**src/rtl/dtlb_miss_replay_pkg.sv**
```systemverilog
// Shared types for the store-AGU TLB-miss replay unit: FSM states, fault codes, widths.
package dtlb_miss_replay_pkg;

  localparam int MISS_ADDR_W      = 44;
  localparam int MISS_ATTR_W      = 4;
  // Must track the AGU's TLB lookup tag width ({proc[20:0], va[43:13]}).
  localparam int AGU_TLB_IP_WIDTH = 52;

  typedef enum logic [2:0] {
    ST_IDLE,
    ST_REQ,
    ST_WAIT,
    ST_REPLAY,
    ST_CHECK,
    ST_FAULT
  } state_e;

  typedef enum logic [1:0] {
    FC_NONE  = 2'b00,
    FC_WALK  = 2'b01,
    FC_RETRY = 2'b10,
    FC_TMO   = 2'b11
  } fault_code_e;

  // clog2(retry_max+1), kept at least one bit so RETRY_MAX=0 still has a counter.
  function automatic int retry_cnt_w(input int retry_max);
    return (retry_max > 0) ? $clog2(retry_max + 1) : 1;
  endfunction

endpackage

```
**src/rtl/dtlb_miss_replay_if.sv**
```systemverilog
// AGU / page-walker side signals of the TLB-miss replay unit; slave is the replay unit.
interface dtlb_miss_replay_if #(
  parameter int TLB_IP_WIDTH = 52
);
  import dtlb_miss_replay_pkg::*;

  logic                    tlbMiss;
  logic [MISS_ADDR_W-1:0]  miss_addr;
  logic [MISS_ATTR_W-1:0]  miss_attr;
  logic [TLB_IP_WIDTH-1:0] miss_tlb_addr;
  logic                    except;
  logic                    walk_req;
  logic [TLB_IP_WIDTH-1:0] walk_addr;
  logic                    walk_ack;
  logic                    walk_done;
  logic                    walk_fault;
  logic                    mex_en;
  logic [MISS_ADDR_W-1:0]  mex_addr;
  logic [MISS_ATTR_W-1:0]  mex_attr;
  logic                    tlb_hit;
  logic                    bus_hold;
  logic                    miss_fault;
  logic [1:0]              miss_fault_code;

  modport slave (
    input  tlbMiss, miss_addr, miss_attr, miss_tlb_addr, except,
           walk_ack, walk_done, walk_fault, tlb_hit,
    output walk_req, walk_addr, mex_en, mex_addr, mex_attr,
           bus_hold, miss_fault, miss_fault_code
  );

  modport master (
    output tlbMiss, miss_addr, miss_attr, miss_tlb_addr, except,
           walk_ack, walk_done, walk_fault, tlb_hit,
    input  walk_req, walk_addr, mex_en, mex_addr, mex_attr,
           bus_hold, miss_fault, miss_fault_code
  );

endinterface

```
**src/rtl/dtlb_miss_replay_capture.sv**
```systemverilog
// Captured miss context (address, attributes, TLB tag) plus the saturating replay retry counter.
module dtlb_miss_capture
  import dtlb_miss_replay_pkg::*;
#(
  parameter  int RETRY_MAX    = 3,
  parameter  int TLB_IP_WIDTH = 52,
  localparam int RC_W         = retry_cnt_w(RETRY_MAX)
) (
  input  logic                    clk,
  input  logic                    rst,
  input  logic                    load,
  input  logic                    clr,
  input  logic                    inc,
  input  logic [MISS_ADDR_W-1:0]  addr_in,
  input  logic [MISS_ATTR_W-1:0]  attr_in,
  input  logic [TLB_IP_WIDTH-1:0] tag_in,
  output logic [MISS_ADDR_W-1:0]  cap_addr,
  output logic [MISS_ATTR_W-1:0]  cap_attr,
  output logic [TLB_IP_WIDTH-1:0] cap_tag,
  output logic [RC_W-1:0]         retry_cnt,
  output logic                    retry_exhausted
);

  always_ff @(posedge clk or posedge rst) begin
    if (rst) begin
      cap_addr <= '0;
      cap_attr <= '0;
      cap_tag  <= '0;
    end else if (load) begin
      cap_addr <= addr_in;
      cap_attr <= attr_in;
      cap_tag  <= tag_in;
    end
  end

  assign retry_exhausted = (retry_cnt >= RC_W'(RETRY_MAX));

  // A fresh capture also restarts the retry budget for the new miss.
  always_ff @(posedge clk or posedge rst) begin
    if (rst) begin
      retry_cnt <= '0;
    end else if (load || clr) begin
      retry_cnt <= '0;
    end else if (inc && !retry_exhausted) begin
      retry_cnt <= retry_cnt + RC_W'(1);
    end
  end

endmodule

```
**src/rtl/dtlb_miss_replay.sv**
```systemverilog
// Store-AGU TLB-miss responder: capture miss, request walk, replay into AGU, retry or fault.
// Optional watchdog on REQ/WAIT enabled by defining DTLB_MISS_TIMEOUT_EN.
module dtlb_miss_replay
  import dtlb_miss_replay_pkg::*;
#(
  parameter int RETRY_MAX    = 3,
  parameter int TLB_IP_WIDTH = AGU_TLB_IP_WIDTH,
  parameter int TMO_W        = 10
) (
  input logic                clk,
  input logic                rst,
  dtlb_miss_replay_if.slave  bus
);

  localparam int RC_W = retry_cnt_w(RETRY_MAX);

  if (TMO_W < 2) begin : g_tmo_w_chk
    $error("dtlb_miss_replay: TMO_W must be at least 2");
  end

  state_e      state_q, state_d;
  fault_code_e fault_q, fault_d;
  logic        cap_load, cap_clr, cap_inc;
  logic        retry_exhausted;
  logic        tmo_expire;

  logic [MISS_ADDR_W-1:0]  cap_addr;
  logic [MISS_ATTR_W-1:0]  cap_attr;
  logic [TLB_IP_WIDTH-1:0] cap_tag;
  logic [RC_W-1:0]         retry_cnt;

  dtlb_miss_capture #(
    .RETRY_MAX    (RETRY_MAX),
    .TLB_IP_WIDTH (TLB_IP_WIDTH)
  ) u_capture (
    .clk             (clk),
    .rst             (rst),
    .load            (cap_load),
    .clr             (cap_clr),
    .inc             (cap_inc),
    .addr_in         (bus.miss_addr),
    .attr_in         (bus.miss_attr),
    .tag_in          (bus.miss_tlb_addr),
    .cap_addr        (cap_addr),
    .cap_attr        (cap_attr),
    .cap_tag         (cap_tag),
    .retry_cnt       (retry_cnt),
    .retry_exhausted (retry_exhausted)
  );

`ifdef DTLB_MISS_TIMEOUT_EN
  logic [TMO_W-1:0] tmo_q;

  // Expire on the edge where the counter would reach all-ones, so REQ/WAIT last 2^TMO_W-1 cycles.
  assign tmo_expire = ((state_q == ST_REQ) || (state_q == ST_WAIT)) &&
                      (tmo_q == {{(TMO_W-1){1'b1}}, 1'b0});

  always_ff @(posedge clk or posedge rst) begin
    if (rst) begin
      tmo_q <= '0;
    end else if (bus.except || ((state_d == ST_REQ) && (state_q != ST_REQ))) begin
      tmo_q <= '0;
    end else if ((state_q == ST_REQ) || (state_q == ST_WAIT)) begin
      tmo_q <= tmo_q + TMO_W'(1);
    end
  end
`else
  assign tmo_expire = 1'b0;
`endif

  always_ff @(posedge clk or posedge rst) begin
    if (rst) begin
      state_q <= ST_IDLE;
      fault_q <= FC_NONE;
    end else begin
      state_q <= state_d;
      fault_q <= fault_d;
    end
  end

  always_comb begin
    state_d  = state_q;
    fault_d  = FC_NONE;
    cap_load = 1'b0;
    cap_clr  = 1'b0;
    cap_inc  = 1'b0;
    unique case (state_q)
      ST_IDLE: begin
        if (bus.tlbMiss && !bus.except) begin
          state_d  = ST_REQ;
          cap_load = 1'b1;
        end
      end
      ST_REQ: begin
        if (bus.except) begin
          state_d = ST_IDLE;
        end else if (tmo_expire) begin
          state_d = ST_FAULT;
          fault_d = FC_TMO;
        end else if (bus.walk_ack) begin
          state_d = ST_WAIT;
        end
      end
      ST_WAIT: begin
        if (bus.except) begin
          state_d = ST_IDLE;
        end else if (tmo_expire) begin
          state_d = ST_FAULT;
          fault_d = FC_TMO;
        end else if (bus.walk_done) begin
          state_d = ST_REPLAY;
        end else if (bus.walk_fault) begin
          state_d = ST_FAULT;
          fault_d = FC_WALK;
        end
      end
      // The replay strobe is already on the bus, so a flush here only skips the check.
      ST_REPLAY: begin
        state_d = bus.except ? ST_IDLE : ST_CHECK;
      end
      ST_CHECK: begin
        if (bus.except || bus.tlb_hit) begin
          state_d = ST_IDLE;
          cap_clr = 1'b1;
        end else if (retry_exhausted) begin
          state_d = ST_FAULT;
          fault_d = FC_RETRY;
        end else begin
          state_d = ST_REQ;
          cap_inc = 1'b1;
        end
      end
      ST_FAULT: begin
        state_d = ST_IDLE;
      end
      default: begin
        state_d = ST_IDLE;
      end
    endcase
  end

  assign bus.walk_req        = (state_q == ST_REQ);
  assign bus.walk_addr       = (state_q == ST_REQ) ? cap_tag : '0;
  assign bus.mex_en          = (state_q == ST_REPLAY);
  assign bus.mex_addr        = (state_q == ST_REPLAY) ? cap_addr : '0;
  assign bus.mex_attr        = (state_q == ST_REPLAY) ? cap_attr : '0;
  assign bus.bus_hold        = (state_q != ST_IDLE);
  assign bus.miss_fault      = (state_q == ST_FAULT);
  assign bus.miss_fault_code = fault_q;

endmodule

```
**src/flat_wrapper.sv**
```systemverilog
// flat-port wrapper written by rule: the top's interface ports become plain ports
module dtlb_miss_replay_flat import dtlb_miss_replay_pkg::*;
#(
  parameter int RETRY_MAX    = 3,
  parameter int TLB_IP_WIDTH = AGU_TLB_IP_WIDTH,
  parameter int TMO_W        = 10
)
  (clk, rst, bus_tlbMiss, bus_miss_addr, bus_miss_attr, bus_miss_tlb_addr, bus_except, bus_walk_ack, bus_walk_done, bus_walk_fault, bus_tlb_hit, bus_walk_req, bus_walk_addr, bus_mex_en, bus_mex_addr, bus_mex_attr, bus_bus_hold, bus_miss_fault, bus_miss_fault_code);
  dtlb_miss_replay_if #(.TLB_IP_WIDTH(TLB_IP_WIDTH)) bus_i ();
  input logic clk;
  input logic rst;
  input wire logic [$bits(bus_i.tlbMiss)-1:0] bus_tlbMiss;
  input wire logic [$bits(bus_i.miss_addr)-1:0] bus_miss_addr;
  input wire logic [$bits(bus_i.miss_attr)-1:0] bus_miss_attr;
  input wire logic [$bits(bus_i.miss_tlb_addr)-1:0] bus_miss_tlb_addr;
  input wire logic [$bits(bus_i.except)-1:0] bus_except;
  input wire logic [$bits(bus_i.walk_ack)-1:0] bus_walk_ack;
  input wire logic [$bits(bus_i.walk_done)-1:0] bus_walk_done;
  input wire logic [$bits(bus_i.walk_fault)-1:0] bus_walk_fault;
  input wire logic [$bits(bus_i.tlb_hit)-1:0] bus_tlb_hit;
  output wire logic [$bits(bus_i.walk_req)-1:0] bus_walk_req;
  output wire logic [$bits(bus_i.walk_addr)-1:0] bus_walk_addr;
  output wire logic [$bits(bus_i.mex_en)-1:0] bus_mex_en;
  output wire logic [$bits(bus_i.mex_addr)-1:0] bus_mex_addr;
  output wire logic [$bits(bus_i.mex_attr)-1:0] bus_mex_attr;
  output wire logic [$bits(bus_i.bus_hold)-1:0] bus_bus_hold;
  output wire logic [$bits(bus_i.miss_fault)-1:0] bus_miss_fault;
  output wire logic [$bits(bus_i.miss_fault_code)-1:0] bus_miss_fault_code;
  assign bus_i.tlbMiss = bus_tlbMiss;
  assign bus_i.miss_addr = bus_miss_addr;
  assign bus_i.miss_attr = bus_miss_attr;
  assign bus_i.miss_tlb_addr = bus_miss_tlb_addr;
  assign bus_i.except = bus_except;
  assign bus_i.walk_ack = bus_walk_ack;
  assign bus_i.walk_done = bus_walk_done;
  assign bus_i.walk_fault = bus_walk_fault;
  assign bus_i.tlb_hit = bus_tlb_hit;
  assign bus_walk_req = bus_i.walk_req;
  assign bus_walk_addr = bus_i.walk_addr;
  assign bus_mex_en = bus_i.mex_en;
  assign bus_mex_addr = bus_i.mex_addr;
  assign bus_mex_attr = bus_i.mex_attr;
  assign bus_bus_hold = bus_i.bus_hold;
  assign bus_miss_fault = bus_i.miss_fault;
  assign bus_miss_fault_code = bus_i.miss_fault_code;
  dtlb_miss_replay #(.RETRY_MAX(RETRY_MAX), .TLB_IP_WIDTH(TLB_IP_WIDTH), .TMO_W(TMO_W)) u_core (.clk(clk), .rst(rst), .bus(bus_i));
endmodule
```
**config.mk**
```make
export PLATFORM = sky130hd
export DESIGN_NAME = dtlb_miss_replay_flat
export DESIGN_NICKNAME = d
export VERILOG_FILES = /design/src/rtl/dtlb_miss_replay_pkg.sv /design/src/rtl/dtlb_miss_replay_if.sv /design/src/rtl/dtlb_miss_replay_capture.sv /design/src/rtl/dtlb_miss_replay.sv /design/src/flat_wrapper.sv
export SDC_FILE = /design/constraint.sdc
export NUM_CORES = 1
export LEC_CHECK = 0
export ABC_AREA = 0
export CAP_MARGIN = 20
export CORE_UTILIZATION = 30
export CTS_BUF_LIST = sky130_fd_sc_hd__clkbuf_4 sky130_fd_sc_hd__clkbuf_8
export DETAILED_ROUTE_END_ITERATION = 8
export PLACE_DENSITY = 0.63
export SETUP_SLACK_MARGIN = 0.4
export SKIP_CTS_REPAIR_TIMING = 1
export SYNTH_ARGS = -nofsm -noshare
export SYNTH_HDL_FRONTEND = slang
export SYNTH_SLANG_ARGS = --single-unit
```
**constraint.sdc**
```tcl
create_clock -name clk -period 5.83 [get_ports clk]
set_input_delay 0.8745 -clock clk [delete_from_list [all_inputs] [get_ports clk]]
set_output_delay 0.8745 -clock clk [all_outputs]
set_load 0.01 [all_outputs]
```
==> summary.md <==
| Metric | Value |
|---|---|
| Top-Level Pins | `214` |
| Mapped Cells | `368` |
| Status | `finished clean` |
| RSZ-0062 raised after global routing | `false` |
| CTS tree | `built` |
| Critical path launch point type | `register` |
| Slew HR | `0.525` |
| Synthesized area | `0.00511 sq mm` |
| Syn Nets | `477` |
| Final Util | `0.458` |
| Mean post-synth cell area | `13.9 sq um` |
| TritonRoute pass-1 iters | `4` |
| Largest net degree at the start of global routing | `57` |
| Worst r2r src | `u_core.state_q[2]$_DFFE_PP0P_` |
| Routability cong. | `0.769` |
| Most frequent cells in the layout | `clkdlybuf4s50_1, dfrtp_1, and2_1, mux2_4, mux2_2` |
| Reg2reg setup slack | `3.47 ns` |
| Period utilization | `0.583` |
| Worst-Margin Slew | `approximately 0.71 ns` |
| Final ANT Viol Nets | `0` |
| WL/cell | `15.3 microns` |
| Post-synth EDFFs | `0` |
| Number of global-route vias before repair | `between 3,000 and 4,000` |
| Final Hold Fails | `0` |
| FF-to-FF End | `u_core.u_capture.cap_addr[41]$_DFFE_PP0P_` |
| Core ar. | `around 0.017 sq mm` |
| Filler Cell Count | `1,508` |
| Hold Path Origin | `u_core.u_capture.cap_tag[5]$_DFFE_PP0P_` |
| Maxcap violations | `0` |
| Dominant synthesized flop cell | `dfrtp_1` |
| Clk_skew | `0.00784 ns` |
| Fin cells | `roughly 800` |
| Critical path endpoint category | `output pin` |
| Num CTS Buffers | `9` |
| Hold_ws | `0.507 ns` |
| Distinct cells, synth | `30` |
| Largest family of logic cells by synthesized area | `multiplexers` |
| Via/cell ratio | `4.30` |
| Synthesized-area fraction occupied by ao, oa, aoi and oai cells | `0.0144` |
| Htree depth | `3` |
| Drc violations | `0` |
| First-pass GRT wire length | `20.0 mm` |
| Mux cell area share after synthesis | `0.277` |
| VDD IR-drop max | `0.000187 V` |
| Sequential share of the synthesized area | `0.524` |
| Die area | `0.0176 sq mm` |
| Setup_tns | `0 ns` |
| Async SR Flop Fraction | `1.00` |
| WHS Endpoint | `u_core.u_capture.cap_tag[5]$_DFFE_PP0P_` |
| Clk Latency, worst-skew pair | `0.38 ns` |
| Starting Density | `0.307` |
| Clk Tree Root Cell | `clkbuf_8` |
| Min Tclk post-route | `3.40 ns` |
| Reg2Reg Depth | `4` |
| Grt total ovfl | `0` |
| Crit path from | `u_core.state_q[2]$_DFFE_PP0P_` |
| Total GRT Usage | `0.145` |
| Reg area | `between 0.002 and 0.003 sq mm` |
| Area growth, synth to finish | `49.1%` |
| Min setup slack post-route | `2.43 ns` |
| Final setup fails | `0` |
| Share of cells above drive strength 1 | `0.216` |
| Initial antenna violation count | `0` |
| Post-Synth Simple-Gate Area | `0.148` |
| Clock sinks | `107` |
| Total routed wirelength | `roughly 12 mm` |
| Required time worst endpoint | `4.96 ns` |
| Footprint of the multi-input gates | `0.00228 sq mm` |
| Leak Pwr | `approximately 0.0034 uW` |
| Row count | `47` |
| Bufs on Longest Clock Path | `2` |
| Hold path cells | `1` |
| Synth warn | `0` |
| Pre-CTS setup slack | `2.49 ns` |
| P per Cell Area | `~420 mW/mm^2` |
| DR iter-0 viols | `~110` |
| Fmax | `between 200 and 300 MHz` |
| Inserted Diodes | `0` |
| Synth Area in XOR/XNOR | `0` |
| DP Cell Count | `782` |
| Crit path kind | `register to output pin` |
| Crit Path Max Fanout | `40` |
| Worst Path Arrival | `2.52 ns` |
| Reg clk slew, reported paths | `0.10 ns` |
| Commonest non-fill, non-tap cell in the layout | `clkdlybuf4s50_1` |
| #FFs+latches synth | `107` |
| Die width | `133 microns` |
| Post-detail-place hpwl | `~8.4 mm` |
| Die Span Y | `133 microns` |
| Slew Viols, Final | `0` |
| PortBufs | `213` |
| Synth Area in Adders | `0.00245` |
| Via count | `about 3,400` |
| Worst Hold Class | `register to register` |
| Layout Nets | `683` |
==> through the flow <==
stage | instance area [sq um] | power, uW
global placement | 7410 | 2760
finish | 7620 | 3240
floorplan | 5110 | 2170
CTS | 7600 | 3270
global route | 7620 | 3450
detailed placement | 7410 | 2800
==> worst max-delay path, stage by stage (launching register included) <==
cell,delay [ns]
dfrtp_1,0.50
and3b_1,0.48
buf_4,0.39
and2_1,0.20
clkdlybuf4s50_1,0.56
==> state kept, by name (all words and copies together), names as in the netlist <==
signal,flops
u_core.u_capture.cap_tag,52
u_core.u_capture.cap_addr,44
u_core.u_capture.cap_attr,4
u_core.state_q,3
u_core.bus.miss_fault_code,2
u_core.u_capture.retry_cnt,2
==> logic make-up after synthesis <==
family | Yosys count
muxes | 100
adders and majority gates | 1
buffers and inverters | 27
and+or+nand+nor | 122
AOI/OAI and AO/OA | 11
DFF | 107
==> power breakdown <==
part / switching, uW / internal, uW / total [uW]
Sequential: 182 / 1100 / 1280
Clock: 262 / 180 / 442
Combinational: 509 / 1000 / 1510
Total: 954 / 2280 / 3240
==> worst max-delay path by stage <==
| stage | slack, ns | cells past startpoint | to |
|---|---|---|---|
| after floorplan | 2.14 | 1 | u_core.bus.miss_fault_code[0]$_DFF_PP0_ |
| after global placement | 2.56 | 5 | u_core.u_capture.cap_tag[11]$_DFFE_PP0P_ |
| after detailed placement | 2.49 | 5 | u_core.u_capture.cap_tag[16]$_DFFE_PP0P_ |
| after CTS | 2.13 | 4 | bus_walk_addr[25] |
| after global routing | 2.18 | 4 | bus_mex_addr[43] |
| final | 2.43 | 4 | bus_mex_addr[43] |
==> final cells by class <==
cell class / count / area share
Inverter: 4 / 0.00230
Sequential cell: 107 / 0.351
Timing Repair Buffer: 218 / 0.286
Tap cell: 220 / 0.0361
Clock buffer: 11 / 0.0199
Clock inverter: 5 / 0.00476
Multi-Input combinational cell: 234 / 0.299
==> synth_stat cells (2+ instances only) <==
cell type  number  area [sq um]
mux2_2         22           248
buf_4           2          15.0
or3_1           4          25.0
mux2_4         78          1170
buf_2           4          20.0
a21boi_1        2          15.0
dfrtp_1       107          2680
o21ai_0         3          15.0
nor2_1          4          15.0
nor3_1          2          10.0
nor2b_1         3          18.8
and2_1        101           632
buf_6           8          90.1
inv_1           4          15.0
clkbuf_1        9          33.8
==> layer usage <==
layer | track usage | vias up | routed length, microns
met3 | 0.0502 | 16 | 885
met2 | 0.226 | 130 | 5630
met4 | 0.0530 | 0 | 247
met1 | 0.184 | 1651 | 5470
met5 | 0 | - | 0
li1 | - | 1636 | -
(Power assumes the default switching activity.)
